--- config.mk ---
export PLATFORM = sky130hd
export DESIGN_NAME = fb_port_arbiter
export DESIGN_NICKNAME = d
export VERILOG_FILES = /design/src/rtl/fb_port_arbiter.sv
export SDC_FILE = /design/constraint.sdc
export NUM_CORES = 1
export LEC_CHECK = 0
export ABC_AREA = 1
export BUFFER_PORTS_ARGS = -buffer_cell sky130_fd_sc_hd__buf_2
export CAP_MARGIN = 20
export CORE_UTILIZATION = 25
export DETAILED_ROUTE_END_ITERATION = 7
export PLACE_DENSITY_LB_ADDON = 0.05
export SLEW_MARGIN = 0
export SYNTH_ARGS = -nofsm -noshare
export SYNTH_HDL_FRONTEND = slang
export SYNTH_SLANG_ARGS = --single-unit
--- constraint.sdc ---
create_clock -name clk -period 2.03 [get_ports clk]
set_clock_uncertainty 0.2 [all_clocks]
set_input_delay 0.5075 -clock clk [delete_from_list [all_inputs] [get_ports clk]]
set_output_delay 0.5075 -clock clk [all_outputs]
set_load 0.02 [all_outputs]
--- src/rtl/fb_port_arbiter.sv ---
// Frame-buffer port arbiter: one single-port RAM shared by a JPEG writer that
// cannot be stalled and a host reader. The writer always wins the port.
module fb_port_arbiter #(
   parameter int ASZ = 17
) (
   input  logic           clk,
   input  logic           reset_n,
   input  logic           frame_start,
   input  logic [ASZ-1:0] wr_addr,
   input  logic [7:0]     wr_data,
   input  logic           wr_we,
   input  logic           wr_done,
   input  logic           rd_req,
   input  logic [ASZ-1:0] rd_addr,
   output logic           rd_gnt,
   output logic           rd_valid,
   output logic [7:0]     rd_data,
   output logic [ASZ-1:0] ram_addr,
   output logic [7:0]     ram_wdata,
   output logic           ram_we,
   input  logic [7:0]     ram_rdata,
   output logic           frame_ready,
   output logic           capturing,
   output logic           wr_err,
   output logic [ASZ-1:0] frame_bytes
);

   typedef enum logic [1:0] {IDLE, CAPTURE, READY} state_t;

   state_t         state;
   logic [ASZ-1:0] addr_shadow;
   logic           wr_acc;

   // reset_n gates the port so nothing reaches the RAM while reset is held
   always_comb begin
      wr_acc    = reset_n & capturing & wr_we;
      rd_gnt    = reset_n & rd_req & ~wr_acc;
      ram_we    = wr_acc;
      ram_wdata = wr_data;
      rd_data   = ram_rdata;
      if (wr_acc)
         ram_addr = wr_addr;
      else if (rd_gnt)
         ram_addr = rd_addr;
      else
         ram_addr = addr_shadow;
   end

   always_ff @(posedge clk or negedge reset_n) begin
      if (!reset_n) begin
         state       <= IDLE;
         capturing   <= 1'b0;
         frame_ready <= 1'b0;
         wr_err      <= 1'b0;
         frame_bytes <= '0;
         rd_valid    <= 1'b0;
         addr_shadow <= '0;
      end else begin
         rd_valid    <= rd_gnt;
         addr_shadow <= ram_addr;

         // a stray write in the same cycle as frame_start still flags an error
         if (frame_start)
            wr_err <= 1'b0;
         if (wr_we && state != CAPTURE)
            wr_err <= 1'b1;

         case (state)
            IDLE, READY: begin
               if (frame_start) begin
                  state       <= CAPTURE;
                  capturing   <= 1'b1;
                  frame_ready <= 1'b0;
                  frame_bytes <= '0;
               end
            end
            CAPTURE: begin
               if (wr_acc && frame_bytes != '1)
                  frame_bytes <= frame_bytes + ASZ'(1);
               if (wr_done) begin
                  state       <= READY;
                  capturing   <= 1'b0;
                  frame_ready <= 1'b1;
               end
            end
            default: begin
               state       <= IDLE;
               capturing   <= 1'b0;
               frame_ready <= 1'b0;
            end
         endcase
      end
   end

endmodule

# Yosys cells after proc, flatten, opt, wreduce, memory -nomap -nowiden

Cells that the tools add are included.
Widths: inputs -> output; s select.

Output and inout port bits: 56
Word-level logic and storage cells: 43
Flip-flop bits (word level): 40
Bits of input ports: 56

Reductions and logical operators: 8
Bitwise logic cells: 5
$add $sub $neg: 1
Muxes and demuxes: 15
Equal/unequal tests: 7

Operators with widths:

| kind                  | number |
|---|---|
| $mux 17               | 4 |
| $pmux 17 s2           | 1 |
| $add 17x1->17 const B | 1 |
| $ne 17x17->1 const B  | 1 |
| $ne 2x2->1 const B    | 3 |
| $mux 1                | 5 |
| $and 1x1->1           | 4 |
| $mux 2                | 2 |
| $pmux 1 s2            | 2 |
| $pmux 2 s2            | 1 |
| $reduce_bool 2->1     | 2 |
| $reduce_and 3->1      | 1 |
| $eq 2x1->1 const B    | 1 |
| $eq 2x2->1 const B    | 1 |
| $logic_and 1x1->1     | 2 |
| $logic_not 2->1       | 1 |
| $ne 2x1->1 const B    | 1 |
| $reduce_and 2->1      | 1 |
| $reduce_or 2->1       | 1 |
| $not 1->1             | 1 |

# Depth between registers and ports, before layout

Word-level depth: 6
Gate-level depth with buffers: 14
Mapped depth without buffers: 13

# Worst setup path before layout

No wires, ideal clock.

Path type: reg-to-reg
Start point: register frame_bytes[0]
End point: register frame_bytes[7]
Slack: -0.121 ns
Setup time: 0.126 ns
Required time: 1.704 ns
Buffers on the path: 1
Arrival: 1.825 ns
Period minus slack after synthesis: 2.151 ns
Cell stages (with the launch flop): 13
Path through: dfrtp_1 > ha_1 > nand2_1 > nor2_2 > nand4_1 > nor2_1 > ha_1 > inv_1 > nand3_1 > nand2_2 > buf_6 > nand4_1 > o21ai_0

Cells in the longest elaborated chain, start to end: 4
Elaborated cells between the ends (all ways): 7
Classes of those cells: add/sub: 1; eq/ne: 2; mux: 2; reduce/logical: 2

RTL lines:

| what                                                                  | line | source |
|---|---|---|
| from (decl)                                                           | 25   | `output logic [ASZ-1:0] frame_bytes` |
| from (signal assigned)                                                | 79   | `frame_bytes <= frame_bytes + ASZ'(1);` |
| parallel branches: the longest is 4 deep, another holds $add 17x1->17 | n/a  |  |

Parallel ways; which one is timed is not known. The select of a mux whose other input is x is not followed.
A chain may end at the register's enable or synchronous reset.

# Worst setup path after layout

Start point: register capturing
End point: output port ram_addr[9]

Cells in the longest elaborated chain, start to end: 6

RTL lines:

| what                        | line | source |
|---|---|---|
| from (decl)                 | 23   | `output logic capturing,` |
| from (signal assigned)      | 52   | `capturing <= 1'b0;` |
| from (signal assigned)      | 72   | `capturing <= 1'b1;` |
| from (signal assigned)      | 82   | `capturing <= 1'b0;` |
| $and 1x1->1 * (2 in series) | 36   | `wr_acc = reset_n & capturing & wr_we;` |
| $not 1->1                   | 37   | `rd_gnt = reset_n & rd_req & ~wr_acc;` |
| $and 1x1->1                 | 37   |  |
| $mux 17                     | 43   | `else if (rd_gnt)` |
| $mux 17 *                   | 41   | `if (wr_acc)` |
| to (decl)                   | 18   | `output logic [ASZ-1:0] ram_addr,` |

Every way passes the cells marked *; elsewhere a longest branch is shown, timed or not.

==> metrics.md <==
| Metric | Value |
|---|---|
| Status | `finished, violations left` |
| Violations in the final reports | `negative setup slack` |
| First-pass GRT wire length | `approximately 11000 um` |
| Routed wire per std cell | `12.74 um` |
| FILL cells | `922` |
| Nets | `485` |
| Clk sink count | `39` |
| Slowest-stage cell, CP | `dfrtp_1` |
| Initial Utilization | `25.82%` |
| Final setup vio count | `17` |
| Most frequent cell after synthesis | `nand2_1` |
| Reg-to-reg endpoint | `frame_bytes[4]` |
| Clk buf depth | `2` |
| Hold buffer count at CTS | `0` |
| R2R Setup Slk | `0.09 ns` |
| Die Wd | `between 90 and 100 um` |
| RSZ-0062 raised after global routing | `true` |
| Root buffer cell | `clkbuf_8` |
| Yosys reg bits | `39` |
| Number of antenna repair diodes | `0` |
| Die Y | `a little under 100 um` |
| Fmax achieved | `0.4660 GHz` |
| Tmin final | `2.146 ns` |
| Synth area leaders | `dfrtp_1, nand2_1, nand3_1` |
| Area fraction of the dominant cell type after synthesis | `43.33%` |
| Die area | `9393 sq um` |
| Hold_ws | `0.01908 ns` |
| Worst-Margin Slew | `0.3754 ns` |
| HP Class | `in -> async` |
| Yosys cell types | `20` |
| Post-Syn Area | `2252 sq um` |
| Reg-to-Reg Start | `frame_bytes[0]` |
| Register area | `978.4 sq um` |
| Power Density | `833.9 nW/um^2` |
| Clk pwr share | `23.4%` |
| Initial antenna violation count | `0` |
| DR iter-0 viols | `50` |
| Final core area utilization | `41.09%` |
| Ports | `roughly 110` |
| Relative slew slack | `74.88%` |
| Port Buffers | `79` |
| Total wire length | `6828 um` |
| Critical path, cell by cell | `nand3_4, clkbuf_16, nand3_1, o21ai_1, inv_1, buf_6` |
| RD Place Congestion | `0.7547` |
| Reg2Reg Depth | `12` |
| Maxcap violations | `0` |
| Post-DP Area | `3070 sq um` |
| Synth-to-Final Area Change | `59.11%` |
| Final Hold Fails | `0` |
| Grt ovf | `0` |
| Critical path required time | `1.32 ns` |
| Syn_nets | `362` |
| Reg clk slew, reported paths | `approximately 0.08 ns` |
| Num CTS Buffers | `5` |
| Seq/Total Area, Yosys | `roughly 43%` |
| Fraction of layout cells with a size suffix above 1 | `47.43%` |
| Worst setup slack after layout | `-0.1158 ns` |
| Core footprint | `8721 sq um` |
| Comb power frac | `a little over two fifths` |
| Seq pwr share | `32.7%` |
| Post-route cell area | `3583 sq um` |
| Clock Latency Late Sink | `approximately 0.30 ns` |
| Pre-antenna DRT Iters | `4` |
| Post-synth top flop | `dfrtp_1` |
| Vias/cell | `4.442` |
| CP Launch Point | `capturing` |
| Number of synthesized flops with an enable pin | `0` |
| Int Power | `1.926 mW` |
| Antenna Violating Nets Remaining | `0` |
| Peak fanout along the critical path | `9` |
| Vias in the first global route | `2365` |
| Worst setup endpoint | `ram_addr[9]` |
| Residual DRC count | `0` |
| CP Class | `reg -> out` |
| Post-DP HPWL | `~4900 um` |
| DR vias | `2381` |
| CTS tree | `built` |
| Final slew viol count | `0` |
| YS warnings | `0` |
| Rows | `34` |
| WP data arrival | `1.44 ns` |
| P_sw | `1.062 mW` |
| Multi-input logic area | `1124 sq um` |
| CP Capture Type | `primary output` |
| Sw Ratio | `35.54%` |
| Lkg Pwr | `between 1.5 and 2 nW` |
| Crit path launch type | `flop` |
| H-tree depth | `2` |
| Post-synth top cells | `nand2_1, nand3_1, inv_1` |
| Gate Count Post-Synth | `304` |
| Syn_area_per_cell | `7.408 sq um` |
| Final period utilization | `105.7%` |
| Area leader, netlist | `dfrtp_1` |
| Slowest stage delay, CP | `0.42 ns` |
| Overall Global Routing Usage | `14.51%` |
| Fraction of registers with async set/reset | `between 90% and 100%` |
| Peak VDD IR | `0.3036 mV` |
| Pin count of the biggest net entering global routing | `19` |
[layout by cell type, fill, tap and decap left out]
cell / Yosys / routed
nor2_4: 2 / 8
inv_1: 43 / 34
nor2_1: 19 / 15
buf_12: 0 / 2
o21ai_2: 0 / 7
dfrtp_1: 39 / 37
buf_16: 0 / 1
a21oi_2: 0 / 4
nand3_1: 47 / 39
a22o_1: 1 / 1
nand2_2: 3 / 6
clkbuf_16: 0 / 1
nand3_4: 0 / 1
nand3_2: 2 / 9
a21oi_1: 7 / 3
clkinv_2: 0 / 1
o21ai_0: 26 / 5
inv_4: 0 / 1
buf_4: 18 / 52
ha_2: 0 / 1
o21ai_1: 0 / 14
buf_2: 2 / 60
bufinv_16: 0 / 1
o21bai_1: 3 / 3
buf_6: 2 / 24
inv_2: 1 / 9
dfrtp_2: 0 / 2
ha_4: 0 / 1
nand4_1: 10 / 10
nand2_1: 72 / 64
nand2_4: 0 / 5
clkbuf_8: 0 / 6
clkbuf_4: 0 / 1
[cell type report]
type	count	area share (%)
Tap cell	108	3.771
Timing Repair Buffer	141	29.61
Sequential cell	39	27.30
Multi-Input combinational cell	196	31.35
Inverter	44	4.679
Clock inverter	2	0.9777
Clock buffer	6	2.304
[registers in the layout, summed over array words and instances, names as in the netlist]
signal,count
addr_shadow,17
frame_bytes,17
state,2
capturing,1
rd_valid,1
wr_err,1
[how the worst min path moves through the flow]
stage / start / end / slack (ns) / cells after the start
2_1_floorplan: reset_n / addr_shadow[0] / 0.01 / 0
3_3_place_gp: wr_err / wr_err / 0.31 / 1
3_5_place_dp: wr_err / wr_err / 0.31 / 1
4_1_cts: reset_n / addr_shadow[6] / 0.06 / 2
5_1_grt: reset_n / addr_shadow[6] / 0.02 / 2
6_report: reset_n / addr_shadow[1] / 0.02 / 2
[stage by stage]
stage	setup TNS [ns]	total power [mW]	setup slack (ns)	std cells
after floorplan	0	1.559	0.003123	304
after global placement	-1.537	1.989	-0.09916	520
after detailed placement	-1.308	1.984	-0.08774	520
after CTS	-1.457	2.867	-0.1014	530
after global routing	-3.101	3.174	-0.1711	536
final	-1.252	2.988	-0.1158	536
[routing by layer]
metal,part of all wire [%],global-route usage [%],vias up
met5,0,0,-
met1,45,18.78,1089
met3,4.7,3.251,8
met4,1.0,3.330,0
met2,49,24.54,69
li1,-,-,1215
[critical path: cells and delay by family (launching register included)]
kind / cells / cell delay [ns]
AO/OA/AOI/OAI: 1 / 0.08
flip-flops: 1 / 0.42
buffers and inverters: 3 / 0.40
AND/OR/NAND/NOR: 2 / 0.24
[repair_timing]
action	in CTS	in global routing
pin swaps	1	15
buffers inserted	1	4
resized for setup	51	68
endpoints found under the setup margin	23	36
cloned	1	3
[logic make-up (layout without fill, tap and decap cells)]
group / count (synthesis) / in the layout / synth area share [%]
AOI/OAI and AO/OA: 37 / 37 / 8.722
buffers and inverters: 70 / 193 / 15.44
adders and majority gates: 2 / 2 / 1.111
and+or+nand+nor: 156 / 157 / 31.39
DFF: 39 / 39 / 43.33
[power by group through the flow]
| stage | logic [mW] | registers, mW | clock network [mW] |
|---|---|---|---|
| after detailed placement | 0.996 | 0.988 | 0 |
| after floorplan | 0.531 | 1.03 | 0 |
| after global routing | 1.42 | 0.993 | 0.758 |
| after CTS | 1.16 | 0.976 | 0.727 |
| final | 1.31 | 0.977 | 0.700 |
| after global placement | 0.999 | 0.990 | 0 |
(Power assumes the default switching activity.)
